[config.mk]
export PLATFORM = sky130hd
export DESIGN_NAME = sdram_req_sequencer
export DESIGN_NICKNAME = d
export VERILOG_FILES = /design/src/rtl/sdram_pkg.sv /design/src/rtl/sdram_refresh_timer.sv /design/src/rtl/sdram_req_sequencer.sv
export SDC_FILE = /design/constraint.sdc
export NUM_CORES = 1
export LEC_CHECK = 0
export BUFFER_PORTS_ARGS = -buffer_cell sky130_fd_sc_hd__buf_2
export CAP_MARGIN = 10
export CORE_ASPECT_RATIO = 0.8
export CORE_MARGIN = 2
export CORE_UTILIZATION = 44
export DETAILED_ROUTE_END_ITERATION = 6
export GPL_TIMING_DRIVEN = 0
export PLACE_DENSITY = 0.78
export SLEW_MARGIN = 30
export SYNTH_ARGS = -nofsm -noshare
export SYNTH_HDL_FRONTEND = slang
export SYNTH_SLANG_ARGS = --single-unit
[constraint.sdc]
create_clock -name clk_200MHz_i -period 2.6 [get_ports clk_200MHz_i]
set_input_delay 0.52 -clock clk_200MHz_i [delete_from_list [all_inputs] [get_ports clk_200MHz_i]]
set_output_delay 0.52 -clock clk_200MHz_i [all_outputs]
set_load 0.01 [all_outputs]
[src/rtl/sdram_pkg.sv]
// Shared types and constants for the SDRAM host-side request sequencer.
// Address layout is {bank, row, col}.
package sdram_pkg;

    localparam int COL_W    = 10;
    localparam int ROW_W    = 13;
    localparam int BANK_W   = 2;
    localparam int ROW_LSB  = COL_W;
    localparam int BANK_LSB = ROW_LSB + ROW_W;
    localparam int ADDR_W   = BANK_LSB + BANK_W;
    localparam int DATA_W   = 16;

    localparam int REF_INTERVAL_DEF = 1500;
    localparam int MAX_OWED_DEF     = 8;
    localparam int DONE_TIMEOUT_DEF = 64;

    typedef enum logic [1:0] {
        S_WAIT_RDY,
        S_IDLE,
        S_OP,
        S_REF
    } seq_state_t;

endpackage

[src/rtl/sdram_refresh_timer.sv]
// Periodic refresh tick generator with a saturating count of refreshes
// that are due but not yet serviced.
module sdram_refresh_timer
    import sdram_pkg::*;
#(
    parameter int REF_INTERVAL = REF_INTERVAL_DEF,
    parameter int MAX_OWED     = MAX_OWED_DEF
) (
    input  logic clk,
    input  logic reset_b,
    input  logic en,
    input  logic dec,
    output logic owed_nz,
    output logic overflow
);

    localparam int CW = $clog2(REF_INTERVAL);
    localparam int OW = $clog2(MAX_OWED + 1);

    logic [CW-1:0] cnt;
    logic [OW-1:0] owed;
    logic          reload;
    logic          sat;
    logic          inc;

    assign reload   = en && (cnt == '0);
    assign sat      = (owed == OW'(MAX_OWED));
    assign inc      = reload && !sat;
    assign overflow = reload && sat;
    assign owed_nz  = (owed != '0);

    // down-counter, frozen while the controller is not ready
    always_ff @(posedge clk) begin
        if (!reset_b) begin
            cnt <= CW'(REF_INTERVAL - 1);
        end else if (en) begin
            cnt <= reload ? CW'(REF_INTERVAL - 1) : cnt - 1'b1;
        end
    end

    // owed count; a new tick and a serviced refresh in one cycle cancel
    always_ff @(posedge clk) begin
        if (!reset_b) begin
            owed <= '0;
        end else if (inc && !dec) begin
            owed <= owed + 1'b1;
        end else if (dec && !inc && owed_nz) begin
            owed <= owed - 1'b1;
        end
    end

endmodule

[src/rtl/sdram_req_sequencer.sv]
// Host request front end: serialises host read/write requests and
// periodic refreshes onto the controller's level request inputs.
module sdram_req_sequencer
    import sdram_pkg::*;
#(
    parameter int REF_INTERVAL = REF_INTERVAL_DEF,
    parameter int MAX_OWED     = MAX_OWED_DEF,
    parameter int DONE_TIMEOUT = DONE_TIMEOUT_DEF
) (
    input  logic              clk_200MHz_i,
    input  logic              reset_bi,
    input  logic              req_valid_i,
    output logic              req_ready_o,
    input  logic              req_we_i,
    input  logic [ADDR_W-1:0] req_addr_i,
    input  logic [DATA_W-1:0] req_data_i,
    input  logic              req_ub_i,
    input  logic              req_lb_i,
    output logic              rsp_valid_o,
    output logic [DATA_W-1:0] rsp_data_o,
    output logic              rsp_wr_o,
    output logic              err_o,
    input  logic              ctl_ready_i,
    input  logic              ctl_done_i,
    input  logic [DATA_W-1:0] ctl_data_i,
    output logic              ctl_rw_o,
    output logic              ctl_refresh_o,
    output logic              ctl_we_o,
    output logic [ADDR_W-1:0] ctl_addr_o,
    output logic [DATA_W-1:0] ctl_data_o,
    output logic              ctl_ub_o,
    output logic              ctl_lb_o
);

    localparam int TW = $clog2(DONE_TIMEOUT);
    localparam logic [TW-1:0] TMO_MAX = TW'(DONE_TIMEOUT - 1);

    seq_state_t        state, state_n;
    logic [TW-1:0]     tmo, tmo_n;
    logic              owed_nz, overflow, dec, tmo_hit;
    logic              rw_n, ref_n, we_n, ub_n, lb_n;
    logic [ADDR_W-1:0] addr_n;
    logic [DATA_W-1:0] wdat_n, rsp_d_n;
    logic              rsp_v_n, rsp_w_n, err_n;

    sdram_refresh_timer #(
        .REF_INTERVAL(REF_INTERVAL),
        .MAX_OWED    (MAX_OWED)
    ) u_ref (
        .clk     (clk_200MHz_i),
        .reset_b (reset_bi),
        .en      (ctl_ready_i),
        .dec     (dec),
        .owed_nz (owed_nz),
        .overflow(overflow)
    );

    assign req_ready_o = (state == S_IDLE) && !owed_nz && ctl_ready_i;

    // next state and next values of every registered output
    always_comb begin
        state_n = state;
        tmo_n   = tmo;
        rw_n    = ctl_rw_o;
        ref_n   = ctl_refresh_o;
        we_n    = ctl_we_o;
        addr_n  = ctl_addr_o;
        wdat_n  = ctl_data_o;
        ub_n    = ctl_ub_o;
        lb_n    = ctl_lb_o;
        rsp_v_n = 1'b0;
        rsp_d_n = rsp_data_o;
        rsp_w_n = rsp_wr_o;
        dec     = 1'b0;
        tmo_hit = 1'b0;
        if (!ctl_ready_i) begin
            state_n = S_WAIT_RDY;
            rw_n    = 1'b0;
            ref_n   = 1'b0;
            tmo_n   = '0;
        end else begin
            unique case (state)
                S_WAIT_RDY: state_n = S_IDLE;
                S_IDLE: begin
                    if (owed_nz) begin
                        ref_n   = 1'b1;
                        state_n = S_REF;
                    end else if (req_valid_i && req_ready_o) begin
                        rw_n    = 1'b1;
                        we_n    = req_we_i;
                        addr_n  = req_addr_i;
                        wdat_n  = req_data_i;
                        ub_n    = req_ub_i;
                        lb_n    = req_lb_i;
                        state_n = S_OP;
                    end
                end
                S_OP, S_REF: begin
                    if (ctl_done_i || tmo == TMO_MAX) begin
                        rw_n    = 1'b0;
                        ref_n   = 1'b0;
                        tmo_n   = '0;
                        state_n = S_IDLE;
                        dec     = (state == S_REF);
                        if (!ctl_done_i) begin
                            tmo_hit = 1'b1;
                        end else if (state == S_OP) begin
                            rsp_v_n = 1'b1;
                            rsp_w_n = ~ctl_we_o;
                            if (ctl_we_o) begin
                                rsp_d_n = ctl_data_i;
                            end
                        end
                    end else begin
                        tmo_n = tmo + 1'b1;
                    end
                end
                default: state_n = S_WAIT_RDY;
            endcase
        end
        err_n = err_o | overflow | tmo_hit;
    end

    // state register
    always_ff @(posedge clk_200MHz_i) begin
        if (!reset_bi) begin
            state <= S_WAIT_RDY;
        end else begin
            state <= state_n;
        end
    end

    // registered outputs and timeout timer
    always_ff @(posedge clk_200MHz_i) begin
        if (!reset_bi) begin
            tmo           <= '0;
            ctl_rw_o      <= 1'b0;
            ctl_refresh_o <= 1'b0;
            ctl_we_o      <= 1'b1;
            ctl_addr_o    <= '0;
            ctl_data_o    <= '0;
            ctl_ub_o      <= 1'b1;
            ctl_lb_o      <= 1'b1;
            rsp_valid_o   <= 1'b0;
            rsp_data_o    <= '0;
            rsp_wr_o      <= 1'b0;
            err_o         <= 1'b0;
        end else begin
            tmo           <= tmo_n;
            ctl_rw_o      <= rw_n;
            ctl_refresh_o <= ref_n;
            ctl_we_o      <= we_n;
            ctl_addr_o    <= addr_n;
            ctl_data_o    <= wdat_n;
            ctl_ub_o      <= ub_n;
            ctl_lb_o      <= lb_n;
            rsp_valid_o   <= rsp_v_n;
            rsp_data_o    <= rsp_d_n;
            rsp_wr_o      <= rsp_w_n;
            err_o         <= err_n;
        end
    end

endmodule

# Word level (Yosys, flattened, before mapping)
# Index checks and enable logic that the tools add are counted.
[totals]
input_bits = 65
n_memories = 0
elab_cells = 83
romBits = 0
latch_bits = 0
reg_bits = 88
ram_bits = 0
out_inout_bits = 66
[classes]
n_mux = 22
bitwise_logic = 4
n_eq_ne = 10
n_mul = 0
div_mod_pow = 0
shift = 0
order_cmp = 0
n_reduce_logical = 28
addsub = 4
[op_table]
columns = ["op", "count"]
rows = [
  ["$mux 1", 12],
  ["$logic_not 11->1", 1],
  ["$mux 11", 1],
  ["$sub 11x1->11 const B", 1],
  ["$reduce_and 5->1", 2],
  ["$logic_and 1x1->1", 9],
  ["$mux 4", 2],
  ["$reduce_and 4->1", 2],
  ["$add 6x1->6 const B", 1],
  ["$eq 6x6->1 const B", 1],
  ["$mux 2", 3],
  ["$mux 6", 1],
  ["$ne 2x2->1 const B", 3],
  ["$pmux 2 s3", 1],
  ["$reduce_and 6->1", 1],
  ["$add 4x1->4 const B", 1],
  ["$eq 2x2->1 const B", 2],
  ["$eq 4x4->1 const B", 1],
  ["$logic_not 1->1", 4],
  ["$pmux 1 s2", 2],
  ["$reduce_and 2->1", 2],
  ["$reduce_bool 2->1", 2],
  ["$reduce_bool 4->1", 1],
  ["$sub 4x1->4 const B", 1],
  ["other kinds (9)", 11],
]

# Longest topological paths before layout
[logic_depth]
word_depth = 9
depth_mapped = 10
mapped_depth_nobuf = 10

# Cells and area by module
# From an unflattened synthesis, not the netlist that was laid out.
[hier_totals]
hier_cells = 448
hier_area_um2 = 3991.3
[modules_own_cells]
columns = ["module", "cells_each", "area_each_um2", "n_inst", "seq_area_each_um2"]
rows = [
  ["sdram_req_sequencer", 342, 3055.4, 1, 1461.4],
  ["sdram_refresh_timer", 106, 935.9, 1, 300.3],
]

# Worst setup path before layout
# OpenSTA, ideal clock, no wires.
[synth_path]
path_kind = "input-to-reg"
from = "input port ctl_ready_i"
to = "register u_ref.owed[3]"
t_arrival_ns = 2.525
n_path_buf = 0
setup_ns = 0.072
slack_ns = 0.003
cell_stages = 8
required_ns = 2.528
path_cell_list = "or3b_2 nor4_2 or2b_1 ha_1 a21o_1 a21oi_1 mux2i_1 mux2i_1"
[synth_between]
elab_chain_cells = 6
elab_cells_between_ends = 10
cone_classes = "mux (2); reduce/logical (8)"
[synth_rtl]
columns = ["element", "line_no", "source"]
rows = [
  ["start: declaration", "sdram_req_sequencer.sv:23", "input logic ctl_ready_i,"],
  ["$logic_and 1x1->1", "sdram_refresh_timer.sv:26", "assign reload = en && (cnt == '0);"],
  ["$logic_and 1x1->1", "sdram_refresh_timer.sv:28", "assign inc = reload && !sat;"],
  ["$logic_not 1->1", "sdram_refresh_timer.sv:47", "end else if (dec && !inc && owed_nz) begin"],
  ["$logic_and 1x1->1 (2 in series)", "sdram_refresh_timer.sv:47", ""],
  ["$reduce_bool 2->1 (no line)", "-", ""],
  ["end signal: assignment", "sdram_refresh_timer.sv:46", "owed <= owed + 1'b1;"],
  ["end signal: assignment", "sdram_refresh_timer.sv:48", "owed <= owed - 1'b1;"],
  ["end: declaration", "sdram_refresh_timer.sv:21", "logic [OW-1:0] owed;"],
]
# Parallel ways exist; a longest one is shown, timed or not.
# A chain may end at the register's enable or synchronous reset.

# Worst setup path in the final report
[layout_path]
from = "register u_ref.cnt[0]"
to = "register u_ref.owed[3]"
[layout_between]
elab_chain_cells = 7
elab_cells_between_ends = 9
cone_classes = "mux (1); reduce/logical (8)"
[layout_rtl]
columns = ["element", "line_no", "source"]
rows = [
  ["start: declaration", "sdram_refresh_timer.sv:20", "logic [CW-1:0] cnt;"],
  ["start signal: assignment", "sdram_refresh_timer.sv:35", "cnt <= CW'(REF_INTERVAL - 1);"],
  ["start signal: assignment", "sdram_refresh_timer.sv:37", "cnt <= reload ? CW'(REF_INTERVAL - 1) : cnt - 1'b1;"],
  ["$logic_not 11->1 (*)", "sdram_refresh_timer.sv:26", ""],
  ["$logic_and 1x1->1 (*)", "sdram_refresh_timer.sv:26", ""],
  ["$logic_and 1x1->1 (*)", "sdram_refresh_timer.sv:28", ""],
  ["$logic_not 1->1", "sdram_refresh_timer.sv:47", ""],
  ["$logic_and 1x1->1 (2 in series)", "sdram_refresh_timer.sv:47", ""],
  ["$reduce_bool 2->1 (no line)", "-", ""],
]
# Every way passes the cells marked *; elsewhere a longest branch is shown, timed or not.

==> reports/qor.txt <==
Outcome: finished with violations
Failing checks: negative setup slack
Seq/Total Area, Yosys: 0.490
Slew margin rel.: 0.557
Die Wd: 105 um
Die Height: 84.8 um
Synth top area share: 0.490
DR vias/cell: 4.91
CTS Buffer Depth: 2
Yosys top cell by area: dfxtp_1
Initial core utilization: 0.454
Final hold slack: 0.374 ns
Logic gate share of total power: 0.072
Count leader, synth: nand2_1
Syn avg cell area: 8.54 sq um
Max cap viols: 0
Setup crit start kind: flip-flop
Critical-path maximum fanout: 2
Post-Synthesis Cells: 421
Synth unique cells: 44
RSZ-0062 raised after global routing: true
Top Ports: 131
First-pass GRT wire length: 14.2 mm
CTS sink cnt: 88
Hold bufs inserted after CTS: 0
Clock buffer count from CTS: 9
Nets: 637
Final WS setup: -0.0175 ns
Hold crit path type: in -> reg
Antenna-violating nets left: 0
Register bit total from synthesis: 88
Pint: 0.00194 W
PortBufs: 129
Async set-reset flop share out of synthesis: 0
Skew-Pair Late Insertion Delay: 0.36 ns
Sw frac: 0.241
DRC: 0
Kind of critical path: reg -> reg
Required time of the critical path: 2.88 ns
Initial antenna violation count: 0
Final setup fails: 1
Ys flop type: dfxtp_1
Clk root buf: clkbuf_8
Worst EP arrival: 2.90 ns
Tightest Pin Transition: 0.662 ns
Number of synthesized flops with an enable pin: 0
Total core area: 0.00791 sq mm
Synth cell count leaders: 145 x nand2_1, 88 x dfxtp_1, 53 x a21boi_0
Final critical-path required period: 2.62 ns
Starting DRT DRC Count: 116
Final Max Slew Viols: 0
FMAX: 382 MHz
Clock power share: 0.389
FILL cells: 736
Rows: 29
Grt ovf: 0
Worst-path clk slew: 0.10 ns
DRT Pass-1 Iters: 4
Power Dens Cells: 546 mW/mm^2
Tcrit/Tclk final: 1.01
CP Launch Point: u_ref.cnt[0]$_SDFFE_PN1P_
Final Hold Viols: 0
Vias: 3335
Clock Skews: 0.0109 ns
Hold wc startpoint: req_lb_i
Dpl hpwl: 6.52 mm
Tot Pwr: 0.00256 W
Htree depth: 3
Psw: 0.000615 W
Leakage power: 1.99 nW
TritonCTS clock tree: yes
Sequential share of power: 0.539
Routed WL: 8.94 mm
Inserted Diodes: 0
Share of cells above drive strength 1: 0.306
Top cells by area, synth: dfxtp_1 49%, nand2_1 15%, a21boi_0 11%, xor2_1 2.4%, ha_1 1.7%
FF-to-FF Start: u_ref.cnt[0]$_SDFFE_PN1P_
Synth warn: 0
Crit path capture type: flip-flop
Largest net degree at the start of global routing: 17
Worst vdd ir: 0.260 mV
Cell Area, Synth: 0.00359 sq mm
GRT Overall Usage: 0.197
Placer Congestion: 0.841
Vias in the first global route: 3092
Area growth syn-to-layout: 30.3%
Syn Nets: 492
Die ar.: 0.00891 sq mm
Routed length per instance: 13.2 um
repair_timing:
item	in CTS	in global routing
endpoints found under the setup margin	1	3
buffers inserted	4	1
resized for setup	10	8
cloned	0	0
pin swaps	0	4
path summary, 6_finish.rpt:
check                          endpoint  slack, ns  cells past startpoint
min reg2reg  ctl_data_o[8]$_SDFFE_PN0P_       0.45                      2
max reg2reg  u_ref.owed[3]$_SDFFE_PN0P_      -0.02                     10
max          u_ref.owed[3]$_SDFFE_PN0P_      -0.02                     10
min               ctl_lb_o$_SDFFE_PN1P_       0.37                      3
stage by stage:
stage	setup WS (ns)	instance area, sq um	setup TNS (ns)	util	std cells
4_1_cts	-0.00828	4650	-0.00828	0.588	678
3_3_place_gp	-0.236	4370	-0.236	0.553	658
5_1_grt	-0.149	4680	-0.213	0.592	679
3_5_place_dp	-0.288	4370	-0.293	0.553	658
2_1_floorplan	0.00341	3590	0	-	421
6_report	-0.0175	4680	-0.0175	0.592	679
layout make-up:
type	count	area [sq um]	share of cell area
Inverter	5	18.8	0.00401
Multi-Input combinational cell	305	1750	0.375
Clock inverter	6	75.1	0.0160
Buffer	23	109	0.0232
Tap cell	108	135	0.0289
Clock buffer	10	138	0.0294
Timing Repair Buffer	134	683	0.146
Sequential cell	88	1770	0.378
worst max-delay path: stages (launching register included):
cell	delay (ns)
dfxtp_2	0.34
inv_2	0.07
ha_4	0.12
or4b_4	0.49
nor4_4	0.16
or2b_1	0.28
ha_1	0.28
a21o_1	0.19
a21oi_2	0.16
mux2i_1	0.24
mux2i_1	0.20
sequential cells by signal, indices dropped and copies added, names as in the netlist:
name / cells
ctl_addr_o: 25
rsp_data_o: 16
state: 2
u_ref.owed: 4
ctl_refresh_o: 1
u_ref.cnt: 11
err_o: 1
rsp_valid_o: 1
ctl_ub_o: 1
ctl_lb_o: 1
tmo: 6
ctl_rw_o: 1
rsp_wr_o: 1
ctl_we_o: 1
ctl_data_o: 16
routing by layer:
metal	vias up	GRT usage	share of wire	routed length (um)
met1	1545	0.242	0.45	4060
met5	-	0	0	0
met4	0	0.0764	0.018	162
met3	17	0.0453	0.055	491
li1	1678	-	-	-
met2	95	0.339	0.47	4230
placed cells by master, fill, tap and decap left out, types with 3 or more instances in the layout:
cell,synthesis,layout
nand3_1,10,10
dfxtp_2,0,3
mux2i_1,3,3
buf_2,3,132
nand4_1,4,4
o21ai_0,4,3
nor3_1,3,3
a21boi_1,6,8
xor2_1,10,10
xnor2_1,6,6
nor2_1,16,16
a21boi_0,53,51
buf_4,5,10
inv_1,5,3
clkbuf_8,0,10
ha_1,5,3
nor4_1,3,3
clkbuf_1,15,15
dfxtp_1,88,84
nand2_1,145,145
and2_1,5,5
power groups by stage:
stage | combinational [W] | clock, W | sequential (W)
global placement | 0.000169 | 0 | 0.00141
CTS | 0.000182 | 0.00103 | 0.00138
global route | 0.000205 | 0.00107 | 0.00138
floorplan | 0.0000777 | 0 | 0.00142
finish | 0.000184 | 0.000994 | 0.00138
detailed placement | 0.000173 | 0 | 0.00141
cell families after synthesis:
family	count (synthesis)	synth area share
fa+ha+maj	6	0.0230
mux	4	0.0115
simple gates	206	0.252
flops	88	0.490
xor+xnor	16	0.0390
buf+inv	28	0.0355
compound gates	73	0.149
No activity file was read; power rests on OpenSTA's default activity.
